`src/rtl/dac_spi_scheduler.sv`:
```
// Serial DAC front end: reset pulse, table-driven init sequence, then round-robin
// host writes, each frame followed by a gap and an LDAC strobe.
module dac_spi_scheduler #(
  parameter int WORD_W  = 24,
  parameter int DIV     = 4,
  parameter int RST_LEN = 16,
  parameter int N_INIT  = 8
) (
  input  logic              sys_clk,
  input  logic              rst,
  input  logic              req_a,
  input  logic              req_b,
  input  logic [WORD_W-1:0] data_a,
  input  logic [WORD_W-1:0] data_b,
  output logic              ack_a,
  output logic              ack_b,
  output logic [3:0]        init_addr,
  input  logic [WORD_W-1:0] init_data,
  output logic              sclk,
  output logic              sdi,
  output logic              n_sync,
  output logic              n_reset,
  output logic              n_ldac,
  output logic              busy,
  output logic              init_done
);

  typedef enum logic [2:0] {RST_PULSE, LOAD, FRAME, GAP, LDAC, IDLE} state_t;

  localparam int              CW       = 16;
  localparam int              PW       = $clog2(2 * WORD_W + 1);
  localparam logic [PW-1:0]   LAST_PH  = PW'(2 * WORD_W);
  localparam logic [3:0]      LAST_IDX = 4'(N_INIT - 1);

  state_t            state, state_n;
  logic [CW-1:0]     cnt, cnt_lim;
  logic              cnt_done;
  logic [PW-1:0]     ph;
  logic [WORD_W-1:0] shreg;
  logic [3:0]        idx;
  logic              last_b;
  logic              grant_a, grant_b;

  // Phase 0 is the sclk-high setup; odd phases are sclk low, even phases high.
  always_comb begin
    cnt_lim = CW'(1);
    case (state)
      RST_PULSE:  cnt_lim = CW'(RST_LEN);
      FRAME, GAP: cnt_lim = CW'(DIV);
      LDAC:       cnt_lim = CW'(2 * DIV);
      default:    cnt_lim = CW'(1);
    endcase
  end

  assign cnt_done = (cnt == cnt_lim - CW'(1));

  always_ff @(posedge sys_clk) begin
    // NOTE: registers take non-blocking assignments so every flop samples pre-edge values.
    if (rst) state <= RST_PULSE;
    else     state <= state_n;
  end

  always_comb begin
    // NOTE: defaults first so no path leaves a variable unassigned (no latches).
    state_n = state;
    grant_a = 1'b0;
    grant_b = 1'b0;
    case (state)
      RST_PULSE: if (cnt_done) state_n = LOAD;
      LOAD:      state_n = FRAME;
      FRAME:     if (cnt_done && ph == LAST_PH) state_n = GAP;
      GAP: begin
        if (cnt_done) begin
          if (!init_done && idx < LAST_IDX) state_n = LOAD;
          else                              state_n = LDAC;
        end
      end
      LDAC:      if (cnt_done) state_n = IDLE;
      IDLE: begin
        if (req_a && (!req_b || last_b)) grant_a = 1'b1;
        else if (req_b)                  grant_b = 1'b1;
        if (grant_a || grant_b) state_n = FRAME;
      end
      default:   state_n = RST_PULSE;
    endcase
    if (rst) begin
      state_n = RST_PULSE;
      grant_a = 1'b0;
      grant_b = 1'b0;
    end
  end

  always_ff @(posedge sys_clk) begin
    if (rst) begin
      cnt       <= '0;
      ph        <= '0;
      idx       <= '0;
      shreg     <= '0;
      last_b    <= 1'b1;
      init_done <= 1'b0;
    end else begin
      if (state_n != state || cnt_done) cnt <= '0;
      else                              cnt <= cnt + CW'(1);

      if (state != FRAME)  ph <= '0;
      else if (cnt_done)   ph <= (ph == LAST_PH) ? '0 : ph + PW'(1);

      // The end of every odd (low) phase is a rising sclk edge: present the next bit.
      if (state == LOAD)                          shreg <= init_data;
      else if (grant_a)                           shreg <= data_a;
      else if (grant_b)                           shreg <= data_b;
      else if (state == FRAME && cnt_done && ph[0]) shreg <= {shreg[WORD_W-2:0], 1'b0};

      if (state == GAP && cnt_done && !init_done && idx < LAST_IDX) idx <= idx + 4'd1;

      if (grant_a) last_b <= 1'b0;
      if (grant_b) last_b <= 1'b1;

      if (state == LDAC && cnt_done) init_done <= 1'b1;
    end
  end

  always_comb begin
    ack_a     = grant_a;
    ack_b     = grant_b;
    init_addr = idx;
    sclk      = !(state == FRAME && ph[0]);
    sdi       = (state == FRAME) ? shreg[WORD_W-1] : 1'b0;
    n_sync    = (state != FRAME);
    n_reset   = (state != RST_PULSE);
    n_ldac    = (state != LDAC);
    busy      = (state != IDLE);
  end

endmodule
```
`config.mk`:
```
export PLATFORM = sky130hd
export DESIGN_NAME = dac_spi_scheduler
export DESIGN_NICKNAME = d
export VERILOG_FILES = /design/src/rtl/dac_spi_scheduler.sv
export SDC_FILE = /design/constraint.sdc
export NUM_CORES = 1
export LEC_CHECK = 0
export ABC_AREA = 1
export CAP_MARGIN = 20
export CORE_MARGIN = 4
export CORE_UTILIZATION = 45
export CTS_BUF_LIST = sky130_fd_sc_hd__clkbuf_4 sky130_fd_sc_hd__clkbuf_8
export DETAILED_ROUTE_END_ITERATION = 16
export PLACE_DENSITY = 0.78
export SYNTH_ARGS = -nofsm -noshare
export SYNTH_HDL_FRONTEND = slang
export SYNTH_SLANG_ARGS = --single-unit
```
`constraint.sdc`:
```
create_clock -name sys_clk -period 1.74 [get_ports sys_clk]
set_clock_uncertainty 0.05 [all_clocks]
set_input_delay 0.348 -clock sys_clk [delete_from_list [all_inputs] [get_ports sys_clk]]
set_output_delay 0.348 -clock sys_clk [all_outputs]
set_load 0.005 [all_outputs]
```
==> impl_summary.log, run 1 <==
[metrics] run status: finished with violations
[metrics] failing checks: negative setup slack
[metrics] reg2reg start: state[1]
[metrics] register share of total power: 0.556
[metrics] sink count of the clock tree: 55
[metrics] Final Instance Count excl. Fillers: 775
[metrics] actual slew at the worst max-slew pin: 367 ps
[metrics] pin count of the biggest net entering global routing: 27
[metrics] vias in the first global route: 3831
[metrics] total gr overflow: 0
[metrics] most common cell after layout, fill and taps aside: nand2_1
[metrics] mux cell area share after synthesis: 0
[metrics] global-route wire length before repair: 16000 um
[metrics] Site Rows: 31
[metrics] type of element launching the critical path: flip-flop
[metrics] Initial Util: 0.470
[metrics] internal portion of total power: 1.78 mW
[metrics] hold crit path type: flip-flop to flip-flop
[metrics] DIE WIDTH: 95.5 um
[metrics] Setup crit end kind: flip-flop
[metrics] Max Transition Viols Final: 0
[metrics] sequential cell area fraction in the yosys report: 0.320
[metrics] area of placed instances: 4800 um^2
[metrics] number of nets produced by synthesis: 610
[metrics] worst r2r path cells: 15
[metrics] share of the synthesized area in compound gates (AO/OA/AOI/OAI): 0.118
[metrics] worst-case register-to-register setup slack: -170 ps
[metrics] cells after synthesis: 530
[metrics] Post-Syn Area per Cell: 6.49 um^2
[metrics] half-perimeter wire length after detailed placement: 6940 um
[metrics] netlist area before placement: 3440 um^2
[metrics] DP Worst Slack: -445 ps
[metrics] dominant combinational cell family by area after synthesis: simple AND/OR/NAND/NOR gates
[metrics] count of buffers inserted at the top-level ports: 88
[metrics] Synth Register Bits: 55
[metrics] placed cells: 747
[metrics] Power Density: 426 nW/um^2
[metrics] VDD IR-drop max: 0.323 mV
[metrics] startpoint of the worst hold path: cnt[0]
[metrics] fraction of final layout cells with drive strength greater than 1: 0.275
[metrics] setup repair after global routing missed its margin: true
[metrics] Net Sw Power: 0.516 mW
[metrics] max capacitance violation total: 0
[metrics] count of cell types in the netlist: 35
[metrics] buffer depth of the longest clock path: 2
[metrics] Floorplan Core Area: 7330 um^2
[metrics] maximum net fanout on the critical path: 8
[metrics] simple-gate share of the synthesized area: 0.396
[metrics] end of the worst register-to-register path: shreg[21]
[metrics] clock insertion delay at the later pin of the skew report: 310 ps
[metrics] antenna cells: 0
[metrics] buffer type at the clock tree root: clkbuf_8
[metrics] number of violations reported at the end of detailed-routing iteration 0: 111
[metrics] initial antenna violation count: 0
[metrics] number of cells on the worst hold path: 1
[metrics] post-detailed-route DRC marker count: 0
[metrics] final critical-path required period: 1910 ps
[metrics] Post-Synth Adder-Cell Area: 0.0145
[metrics] register clock-pin slew on the reported worst setup and hold paths: 100 ps
[metrics] Max transition margin: 0.753
[metrics] Clk network pwr share: 0.319
[metrics] final hold violations: 0
[metrics] maximum frequency from static timing analysis: 0.523 GHz
[metrics] share of the synthesized netlist area taken by xor and xnor gates: 0.0356
[metrics] Layout Area Growth over Synthesis: 56.1%
[metrics] post-layout instance area: 5370 um^2
[metrics] routed vias: 3935
[metrics] power share of the combinational group: 0.125
[metrics] count of nets left with antenna violations after detail routing: 0
[metrics] average wire per standard cell: 13.4 um
[metrics] number of iterations in the first detailed-routing pass: 5
[metrics] Final setup viols: 52
[metrics] hold-critical path endpoint: cnt[0]
[metrics] yosys synthesis warning count: 0
[metrics] Die Ht: 95.5 um
[metrics] H-tree depth: 2
[metrics] Layout Nets: 755
[metrics] weighted congestion at the end of routability-driven global placement: 0.879
[metrics] crit path DAT: 2070 ps
[metrics] Static Leakage: 2.40 nW
[metrics] CTS tree: yes
[metrics] class of the most critical setup path: flip-flop to flip-flop
[metrics] crit share post-route: 1.10
[metrics] fraction of power spent switching nets: 0.225
[metrics] number of CTS-inserted buffers: 5
[metrics] Die Area: 9110 um^2
[metrics] least setup slack across all paths after layout: -172 ps
[metrics] top-level port count: 89
[metrics] required time at the endpoint of the critical path: 1900 ps
[metrics] most frequent cells in the layout: 125 x nand2_1, 78 x clkdlybuf4s50_1, 71 x nor2_1, 58 x inv_1, 50 x dfxtp_1
[metrics] global-route usage over all layers: 0.217
[metrics] Vias/cell: 5.08
[metrics] routed wire length: 10400 um
## state kept, by name, summed over array words and instances, names as in the netlist
| signal | cells |
|---|---|
| shreg | 24 |
| last_b | 1 |
| cnt | 16 |
| init_addr | 4 |
| init_done | 1 |
| ph | 6 |
| state | 3 |
## worst max path at each step
stage | from | endpoint | slack, ps | cells past startpoint
final | state[1] | shreg[21] | -170 | 15
after global routing | state[1] | shreg[21] | -290 | 15
after CTS | state[1] | ack_a | -100 | 9
after detailed placement | req_b | shreg[14] | -450 | 12
after global placement | req_b | ack_b | -430 | 6
after floorplan | cnt[0] | cnt[14] | 70 | 10
## cells in the mapped netlist
cell type,instances,share of area
a21oi_1,11,0.016
inv_1,62,0.068
ha_1,4,0.015
dfxtp_1,55,0.32
buf_2,7,0.010
nor2_4,11,0.036
nand2_4,2,0.0065
buf_4,1,0.0022
nand3b_1,1,0.0022
nand2_2,8,0.015
nor3_1,3,0.0044
a211oi_1,1,0.0022
or2_2,1,0.0018
nand2_1,140,0.15
nand4_1,1,0.0018
nand3_2,2,0.0058
buf_12,1,0.0058
o21ai_1,23,0.033
o211ai_1,23,0.050
nor2_1,84,0.092
nand3_4,1,0.0051
a221o_1,1,0.0029
xnor2_1,4,0.010
xor2_1,10,0.025
nor3_2,2,0.0058
buf_1,1,0.0011
a31oi_1,1,0.0018
nand3_1,37,0.054
clkbuf_1,8,0.0087
o21ai_0,6,0.0087
buf_6,4,0.013
nor3_4,1,0.0047
a21oi_2,1,0.0025
inv_2,7,0.0076
nor2_2,5,0.0091
## routing by layer
layer	track usage	wire length (um)	vias to the layer above
met4	0.0746	322	0
met1	0.243	3980	1779
met2	0.398	5360	170
met5	0	0	-
li1	-	-	1953
met3	0.0529	764	33
## repair_timing
action / 4_1_cts / 5_1_grt
pin swaps: 10 / 15
buffers inserted: 10 / 7
gates cloned: 0 / 4
setup endpoints to repair: 52 / 61
hold buffers: 0 / 0
resized for setup: 70 / 55
## per-stage QoR
step	util	power [mW]	hold WS, ps	TNS [ps]
detailed placement	0.654	1.56	412	-14950
finish	0.733	2.29	406	-6090
global placement	0.654	1.56	404	-13540
global route	0.733	2.36	416	-11530
floorplan	-	1.35	398	0
CTS	0.692	2.28	404	-1390
## power by group through the flow
stage               sequential (mW)  clock (mW)  combinational, mW
floorplan                      1.30           0             0.0550
global placement               1.30           0              0.256
detailed placement             1.30           0              0.258
CTS                            1.27       0.742              0.267
global route                   1.27       0.784              0.302
finish                         1.27       0.731              0.286
## critical path, stage by stage (launching register included)
cell,delay [ps]
dfxtp_2,340
buf_6,130
buf_6,110
nor2_4,110
nand2_2,90
nand2_2,80
nand2_1,80
nor2_2,130
nand2_2,80
inv_2,80
nand2_4,70
nand2_8,120
buf_6,150
nand2_1,70
nor2_2,100
nor2_1,40
## area by class of cell
cell class / count / area [um^2]
fill: 512 / 1960
inverter: 69 / 269
multi-input combinational: 384 / 2160
timing repair buffer: 160 / 1630
sequential: 55 / 1110
tap: 99 / 124
clock inverter: 1 / 5.00
clock buffer: 7 / 83.8
## logic make-up (layout without fill, tap and decap cells)
family	Yosys count	count (layout)
AND/OR/NAND/NOR	299	299
buffers and inverters	91	237
AO/OA/AOI/OAI	67	67
flip-flops	55	55
XOR/XNOR	14	14
adder cells (fa/ha/maj)	4	4
Note: power is estimated with default switching activity, not from simulation.
==> run 2, diff against run 1 <==
--- a/config.mk
+++ b/config.mk
@@ -11,6 +11,7 @@
 export CORE_UTILIZATION = 45
 export CTS_BUF_LIST = sky130_fd_sc_hd__clkbuf_4 sky130_fd_sc_hd__clkbuf_8
 export DETAILED_ROUTE_END_ITERATION = 16
+export HOLD_SLACK_MARGIN = 0.02
 export PLACE_DENSITY = 0.78
 export SYNTH_ARGS = -nofsm -noshare
 export SYNTH_HDL_FRONTEND = slang
==> results of run 2 <==
Same layout as run 1: the final DEF is identical, and so are final timing and power.
==> run 3, diff against run 2 <==
--- a/config.mk
+++ b/config.mk
@@ -12,7 +12,7 @@
 export CTS_BUF_LIST = sky130_fd_sc_hd__clkbuf_4 sky130_fd_sc_hd__clkbuf_8
 export DETAILED_ROUTE_END_ITERATION = 16
 export HOLD_SLACK_MARGIN = 0.02
-export PLACE_DENSITY = 0.78
+export PLACE_DENSITY = 0.75
 export SYNTH_ARGS = -nofsm -noshare
 export SYNTH_HDL_FRONTEND = slang
 export SYNTH_SLANG_ARGS = --single-unit
==> constraint.sdc (replaced) <==
create_clock -name sys_clk -period 2.2 [get_ports sys_clk]
set_clock_uncertainty 0.05 [all_clocks]
set_input_delay 0.44 -clock sys_clk [delete_from_list [all_inputs] [get_ports sys_clk]]
set_output_delay 0.44 -clock sys_clk [all_outputs]
set_load 0.005 [all_outputs]
==> run 3 against run 2 <==
  * The run now ends clean
  * Die area stayed put
  * Register-to-register slack better by 410 ps
  * Via count is 11% lower
  * Global-route usage is 2.0 points lower
  * Critical path depth is 8 lower
  * Clock power is 6.6% lower
  * Sequential power is 20% lower
  * Wire length is 18% lower
  * Largest power group unchanged
==> impl_summary.log, run 3 (synthesized netlist as in run 1, its figures left out) <==
[metrics] half-perimeter wire length after detailed placement: 6320 um (-9.0%)
[metrics] length of routed wiring on met1: 3800 um (-4.5%)
[metrics] hold-critical path endpoint: init_done
[metrics] number of CTS-inserted buffers: 5 (unchanged)
[metrics] CTS tree: yes
[metrics] global-route usage over all layers: 0.197 (-0.0198)
[metrics] setup repair after global routing missed its margin: true
[metrics] Layout Nets: 702 (-7.0%)
[metrics] power share of the combinational group: 0.100 (-0.025)
[metrics] buffer type at the clock tree root: clkbuf_8
[metrics] Static Leakage: 2.02 nW (-16%)
[metrics] Site Rows: 31 (unchanged)
[metrics] number of cells on the worst hold path: 2 (+1)
[metrics] clock insertion delay at the later pin of the skew report: 320 ps (about the same)
[metrics] top layer reached by signal wires: met4
[metrics] internal portion of total power: 1.47 mW (-17%)
[metrics] post-layout power: 1.88 mW (-18%)
[metrics] initial antenna violation count: 0 (unchanged)
[metrics] type of element launching the critical path: flip-flop
[metrics] required time at the endpoint of the critical path: 1710 ps (-190 ps)
[metrics] maximum net fanout on the critical path: 4 (-4)
[metrics] count of nets left with antenna violations after detail routing: 0 (unchanged)
[metrics] routed vias: 3492 (-11%)
[metrics] Die Ht: 95.5 um (unchanged)
[metrics] buffer depth of the longest clock path: 2 (unchanged)
[metrics] Clk network pwr share: 0.364 (+0.045)
[metrics] Max Transition Viols Final: 0 (unchanged)
[metrics] crit path DAT: 1640 ps (-430 ps)
[metrics] register share of total power: 0.536 (-0.020)
[metrics] vias in the first global route: 3296 (-14%)
[metrics] crit share post-route: 0.967
[metrics] Setup crit end kind: output port
[metrics] sink count of the clock tree: 55 (unchanged)
[metrics] Max stage delay cell, worst path: clkdlybuf4s50_1
[metrics] Net Sw Power: 0.404 mW (-22%)
[metrics] final hold violations: 0 (unchanged)
[metrics] Max transition margin: 0.710 (-0.0429)
[metrics] maximum frequency from static timing analysis: 0.470 GHz
[metrics] antenna cells: 0 (unchanged)
[metrics] Floorplan Core Area: 7330 um^2 (unchanged)
[metrics] weighted congestion at the end of routability-driven global placement: 0.849 (-3.4%)
[metrics] post-detailed-route DRC marker count: 0 (unchanged)
[metrics] most common cell after layout, fill and taps aside: nand2_1
[metrics] worst-case register-to-register setup slack: 240 ps (+410 ps)
[metrics] number of iterations in the first detailed-routing pass: 4 (-1)
[metrics] number of violations reported at the end of detailed-routing iteration 0: 104 (-6.3%)
[metrics] end of the worst register-to-register path: shreg[5]
[metrics] count of buffers inserted at the top-level ports: 88 (unchanged)
[metrics] fraction of final layout cells with drive strength greater than 1: 0.122 (-0.153)
[metrics] Vias/cell: 4.84 (-4.7%)
[metrics] routed wire length: 8520 um (-18%)
[metrics] flip-flop count of the largest register after layout: 24 (unchanged)
[metrics] total gr overflow: 0 (unchanged)
[metrics] Final setup viols: 0 (-100%)
[metrics] H-tree depth: 2 (unchanged)
[metrics] max capacitance violation total: 0 (unchanged)
[metrics] register with the most flip-flops: shreg
[metrics] met3 routed wirelength: 598 um (-22%)
[metrics] run status: completed
[metrics] most frequent cells in the layout: 139 x nand2_1, 85 x clkdlybuf4s50_1, 82 x nor2_1, 61 x inv_1, 52 x dfxtp_1
[metrics] biggest registers after layout: shreg (24), cnt (16), ph (6)
[metrics] Layout Area Growth over Synthesis: 33.6%
[metrics] actual slew at the worst max-slew pin: 434 ps (+66.8 ps)
[metrics] worst stage delay on the critical path: 430 ps (+90 ps)
[metrics] DP Worst Slack: -141 ps (+304 ps)
[metrics] DIE WIDTH: 95.5 um (unchanged)
[metrics] reg2reg start: state[2]
[metrics] Die Area: 9110 um^2 (unchanged)
[metrics] least setup slack across all paths after layout: 71.5 ps (+243 ps)
[metrics] hold crit path type: flip-flop to flip-flop
[metrics] worst r2r path cells: 13 (-2)
[metrics] startpoint of the worst hold path: init_done
[metrics] top-level port count: 89 (unchanged)
[metrics] Critical Path, Cell by Cell: inv_2 > nand2_2 > nor2_4 > inv_2 > nor2_4 > inv_1 > clkdlybuf4s50_1
[metrics] fraction of power spent switching nets: 0.215 (-0.00976)
[metrics] VDD IR-drop max: 0.221 mV (-31%)
[metrics] total length of routed met2 wires: 3980 um (-26%)
[metrics] average wire per standard cell: 11.8 um (-12%)
[metrics] final critical-path required period: 2130 ps
[metrics] register clock-pin slew on the reported worst setup and hold paths: 110 ps (about the same)
[metrics] pin count of the biggest net entering global routing: 29 (+7.4%)
[metrics] global-route wire length before repair: 14400 um (-9.9%)
[metrics] class of the most critical setup path: flip-flop to output port
[metrics] Initial Util: 0.470 (unchanged)
[metrics] Power Density: 408 nW/um^2 (-4.3%)
[run 3: how the worst max path moves through the flow]
| stage | from | endpoint | slack, ps | cells after the start |
|---|---|---|---|---|
| after floorplan | cnt[0] | cnt[14] | 530 | 10 |
| after global placement | req_b | ack_b | -140 | 6 |
| after detailed placement | req_b | ack_b | -140 | 6 |
| after CTS | state[2] | sdi | -2 | 6 |
| after global routing | state[2] | sclk | -30 | 7 |
| final | state[2] | sclk | 70 | 7 |
[run 3: timing repair]
item,4_1_cts,5_1_grt
endpoints found under the setup margin,4,3
setup buffers,3,0
resized for setup,7,7
pin swaps,0,1
hold buffers,0,0
[run 3: layer usage]
layer	track usage	up-vias
met2	0.332	105
met5	0	-
li1	-	1847
met1	0.246	1527
met3	0.0537	13
met4	0.0545	0
[run 3: critical path, delay by kind of cell, from the launching register on]
kind	cells	cell delay [ps]
buf+inv	4	650
flops	1	360
simple gates	3	320
[run 3: through the flow]
stage          cells  setup TNS, ps  hold slack (ps)   util  area (um^2)
2_1_floorplan    530              0              398      -         3440
3_3_place_gp     711          -1390              414  0.605         4440
3_5_place_dp     711          -2060              419  0.605         4440
4_1_cts          722          -1.93              440  0.625         4580
5_1_grt          722          -25.7              458  0.627         4600
6_report         722              0              437  0.627         4600
[run 3: area by class of cell]
type                            count  area [um^2]
Fill cell                         663         2730
Tap cell                           99          124
Multi-Input combinational cell    384         1960
Clock buffer                        5         68.8
Timing Repair Buffer              107         1040
Clock inverter                      3         43.8
Sequential cell                    55         1100
Inverter                           69          259
[run 3: power by group through the flow]
stage | clock network [mW] | logic [mW] | registers [mW]
after detailed placement | 0 | 0.186 | 1.03
final | 0.683 | 0.188 | 1.01
after floorplan | 0 | 0.0435 | 1.03
after CTS | 0.703 | 0.188 | 1.01
after global routing | 0.746 | 0.201 | 1.01
after global placement | 0 | 0.186 | 1.03
